$ cat config.mk
export PLATFORM = sky130hd
export DESIGN_NAME = alu
export DESIGN_NICKNAME = d
export VERILOG_FILES = /design/src/rtl/alu.sv
export SDC_FILE = /design/constraint.sdc
export NUM_CORES = 1
export LEC_CHECK = 0
export CAP_MARGIN = 25
export CORE_ASPECT_RATIO = 0.8
export CORE_MARGIN = 4
export CORE_UTILIZATION = 65
export DETAILED_ROUTE_END_ITERATION = 16
export DONT_BUFFER_PORTS = 1
export PLACE_DENSITY = 0.81
export SETUP_SLACK_MARGIN = 0.4
export SLEW_MARGIN = 0
export SYNTH_ARGS = -nofsm -noshare
export SYNTH_HDL_FRONTEND = slang
export SYNTH_SLANG_ARGS = --single-unit
$ cat constraint.sdc
create_clock -name clk -period 10.05 [get_ports clk]
set_input_delay 1.5075 -clock clk [delete_from_list [all_inputs] [get_ports clk]]
set_output_delay 1.5075 -clock clk [all_outputs]
set_load 0.02 [all_outputs]
$ cat src/rtl/alu.sv
// Registered two-operand ALU: ADD/SUB/MUL/PASS with a zero flag.
// One-cycle latency; result and flag are registered on the same edge.
module alu #(
    parameter int N = 8
) (
    input  logic         clk,
    input  logic         rst,
    input  logic [N-1:0] in1,
    input  logic [N-1:0] in2,
    input  logic [1:0]   alu_op,
    output logic [N-1:0] alu_out,
    output logic         z
);

    typedef enum logic [1:0] {
        OP_ADD  = 2'b00,
        OP_SUB  = 2'b01,
        OP_MUL  = 2'b10,
        OP_PASS = 2'b11
    } alu_op_t;

    logic [N-1:0] alu_out_d, alu_out_q;
    logic         z_d, z_q;

    // Low N bits of a product are the same for signed and unsigned operands,
    // so a plain N-bit multiply gives the wrapped signed result.
    always_comb begin
        alu_out_d = '0;
        unique case (alu_op_t'(alu_op))
            OP_ADD:  alu_out_d = in1 + in2;
            OP_SUB:  alu_out_d = in1 - in2;
            OP_MUL:  alu_out_d = in1 * in2;
            OP_PASS: alu_out_d = in1;
            default: alu_out_d = '0;
        endcase
        z_d = (alu_out_d == '0);
    end

    // Reset branch assigns constants only, so X on the inputs cannot leak in.
    always_ff @(posedge clk) begin
        if (rst) begin
            alu_out_q <= '0;
            z_q       <= 1'b1;
        end else begin
            alu_out_q <= alu_out_d;
            z_q       <= z_d;
        end
    end

    assign alu_out = alu_out_q;
    assign z       = z_q;

endmodule

==> results of run 1 <==
==> cells in the final DEF, fill, tap and decap left out, drive strengths merged, types with 5 or more instances in the layout <==
cell | Yosys | final
inv | 29 | 29
nand2 | 26 | 26
ha | 25 | 25
nor2 | 23 | 23
xnor2 | 19 | 19
and2 | 14 | 14
fa | 13 | 13
a21oi | 12 | 12
dfxtp | 9 | 9
o21ai | 9 | 9
nor2b | 5 | 5
==> power by group <==
part / switching, uW / internal (uW)
registers: 8.36 / 41.0
logic: 69.0 / 66.9
clock network: 11.4 / 15.2
==> cells by family after synthesis <==
group	Yosys count	share of synthesized area, %
fa+ha+maj	38	32.1
xor+xnor	25	13.8
compound gates	33	11.8
flops	9	10.1
simple gates	74	19.2
buf+inv	37	9.33
mux	6	3.65
==> flip-flops by register name (all words and copies together) (netlist names) <==
name     cells
alu_out      8
z            1
==> worst min-delay path by stage <==
stage / cells past startpoint / endpoint / slack [ns] / startpoint
finish: 1 / alu_out[3]$_SDFF_PP0_ / 1.32 / rst
global placement: 1 / alu_out[5]$_SDFF_PP0_ / 1.58 / rst
global route: 1 / alu_out[5]$_SDFF_PP0_ / 1.30 / rst
floorplan: 3 / alu_out[0]$_SDFF_PP0_ / 1.76 / in1[0]
detailed placement: 1 / alu_out[5]$_SDFF_PP0_ / 1.58 / rst
CTS: 1 / alu_out[3]$_SDFF_PP0_ / 1.31 / rst
==> worst max-delay path: cells and delay by family <==
| family | cells | cell delay [ns] |
|---|---|---|
| AOI/OAI and AO/OA | 4 | 0.56 |
| adders and majority gates | 5 | 2.32 |
| xor gates and xnor gates | 2 | 0.61 |
| buffers and inverters | 3 | 0.15 |
| and+or+nand+nor | 1 | 0.06 |
==> per-stage QoR <==
step / instance area (sq um) / power, uW / cells / hold slack [ns] / util [%]
finish: 1800 / 212 / 254 / 1.32 / 70.7
global route: 1800 / 235 / 254 / 1.30 / 70.7
global placement: 1770 / 181 / 250 / 1.58 / 69.7
floorplan: 1780 / 167 / 222 / 1.76 / -
CTS: 1800 / 214 / 254 / 1.31 / 70.7
detailed placement: 1770 / 186 / 250 / 1.58 / 69.7
==> final cells by class <==
cell class / count / area (sq um)
inverters: 29 / 109
fillers: 225 / 744
multi-input cells: 176 / 1440
flip-flops and latches: 9 / 180
well taps: 36 / 45.0
clock buffers: 4 / 26.3
==> routing by layer <==
metal | vias to the layer above | track usage (%)
met5 | - | 0
met4 | 0 | 4.73
met3 | 2 | 5.54
met2 | 49 | 39.1
met1 | 667 | 30.3
li1 | 711 | -
==> out/metrics.csv, run 1 <==
stage,metric,value,unit
run_status,status,"complete, no violations",
grt,grt_pass1_vias,1423,
setup_path,end_kind,register,
timing,rsz0062_at_grt,false,
placed_design,post-place-ws,4.72,ns
timing,finalSetupViolCount,0,
synth,synth_area_per_cell,8.04,sq um
drt,m1WireLength,1.69,mm
power,p_per_area,118,mW/mm^2
synth,synthArstFlopShare,0,%
timing,final.setup.tns,0,ns
timing,finalMaxSlewViolations,0,
drt,drcViolationCount,0,
synth,ys_ff_latch,9,
clock_tree,htreeDepth,1,
timing,layout_setup_ws,4.99,ns
clock_tree,ctsLongestPathBuffers,2,
floorplanning,fp-row-count,16,
clock_tree,tritoncts,yes,
floorplanning,dieArea,0.00365,sq mm
setup_path,worst-path-max-fanout,8,
drt,wl_met2,1.71,mm
setup_path,start_kind,primary input,
worst_hold_path,worstHoldPathType,in2reg,
timing,layout_min_cycle_time,5.06,ns
drt,wire_per_inst,14.6,microns
synth,ys_seq_area_share,10.1,%
synth,synth_nets,280,
setup_path,endpoint,z$_SDFF_PP1_,
power,leakagePower,0.000882,uW
finish,antennaDiodeCount,0,
clock_tree,hold_buffers,0,
setup_path,worst_path_max_delay_cell,fa_1,
floorplanning,boundaryPins,29,
placed_design,dpl.hpwl,3.08,mm
finish,final_nets,277,
setup_path,path_cells,nand2_1 > fa_1 > fa_1 > inv_1 > fa_1 > inv_1 > fa_1 > inv_1 > ha_1 > a21oi_1 > xnor3_1 > xnor3_1 > o211ai_2 > o21ai_2 > a41o_1,
setup_path,slowest_delay,0.55,ns
synth,ys_top_cells_by_count,"inv_1, ha_1, nand2_1, nor2_1, xnor2_1",
synth,ys_types,37,
finish,drive_gt1_share,4.59,%
drt,first_iter_violations,44,
floorplanning,fp.dieW,66.6,microns
power,vdd.ir_drop.worst,0.0753,mV
floorplanning,start_util,70.2,%
setup_path,critical_path.startpoint,in1[1],
timing,final_hold_viol_count,0,
synth,synth_edf_count,0,
grt,grt.total_usage,23.1,%
clock_tree,clk_pin_slew,0.05,ns
setup_path,required,10.20,ns
run,drv_cap,0,
grt,grt_pass1_wl,6.36,mm
drt,drt.antenna.violating_nets,0,
drt,routed_wirelength,3.70,mm
finish,syn_to_final_growth,0.771,%
clock_tree,cts_made_buffers,3,
drt,routed-via-count,1429,
synth,postSynthCellCount,222,
setup_path,cpMostUsedCell,fa_1,
timing,tightest_slew,0.492,ns
timing,maxSlewHeadroom,66.3,%
synth,synthFlopType,dfxtp_1,
synth,synth-warning-count,0,
clock_tree,cts_root_buf,clkbuf_4,
drt,vias_per_cell,5.63,
synth,synth_top_area_share,17.5,%
placed_design,gp_congestion,0.860,
drt,top_layer,met4,
setup_path,worst-setup-path-type,in2reg,
synth,synth_area_leaders,"ha_1, fa_1, dfxtp_1",
timing,fmax,198,MHz
grt,antenna_found_initial,0,
synth,yosys.area.top_type,ha_1,
grt,grt.overflow.total,0,
clock_tree,cts_resized,0,
floorplanning,die_h,54.9,microns
drt,route.met3.wl,282,microns
setup_path,critical_path_arrival,5.21,ns
placed_design,io_buffers,0,
synth,synth_area,0.00178,sq mm
timing,finalCritPeriodShare,50.3,%
clock_tree,post_cts_buffers,0,
clock_tree,clock-sinks,9,
grt,grt_max_degree,20,
floorplanning,core_area,0.00254,sq mm
drt,firstDrtPassIters,4,
synth,synth_most_common_cell,inv_1,
(Power assumes the default switching activity.)
==> run 2: changes to the inputs <==
clock period = 5.2 ns   (was 10.05 ns; I/O delays follow)
==> results of run 2 <==
The final DEF is identical to that of run 1. Status: complete, no violations.
Main changes from that run: setup slack after placement 4.72 ns -> 0.593 ns; setup slack after layout 4.99 ns -> 0.869 ns; hold slack 1.32 ns -> 0.588 ns; total power 212 uW -> 409 uW; worst IR drop on VDD 0.0753 mV -> 0.146 mV
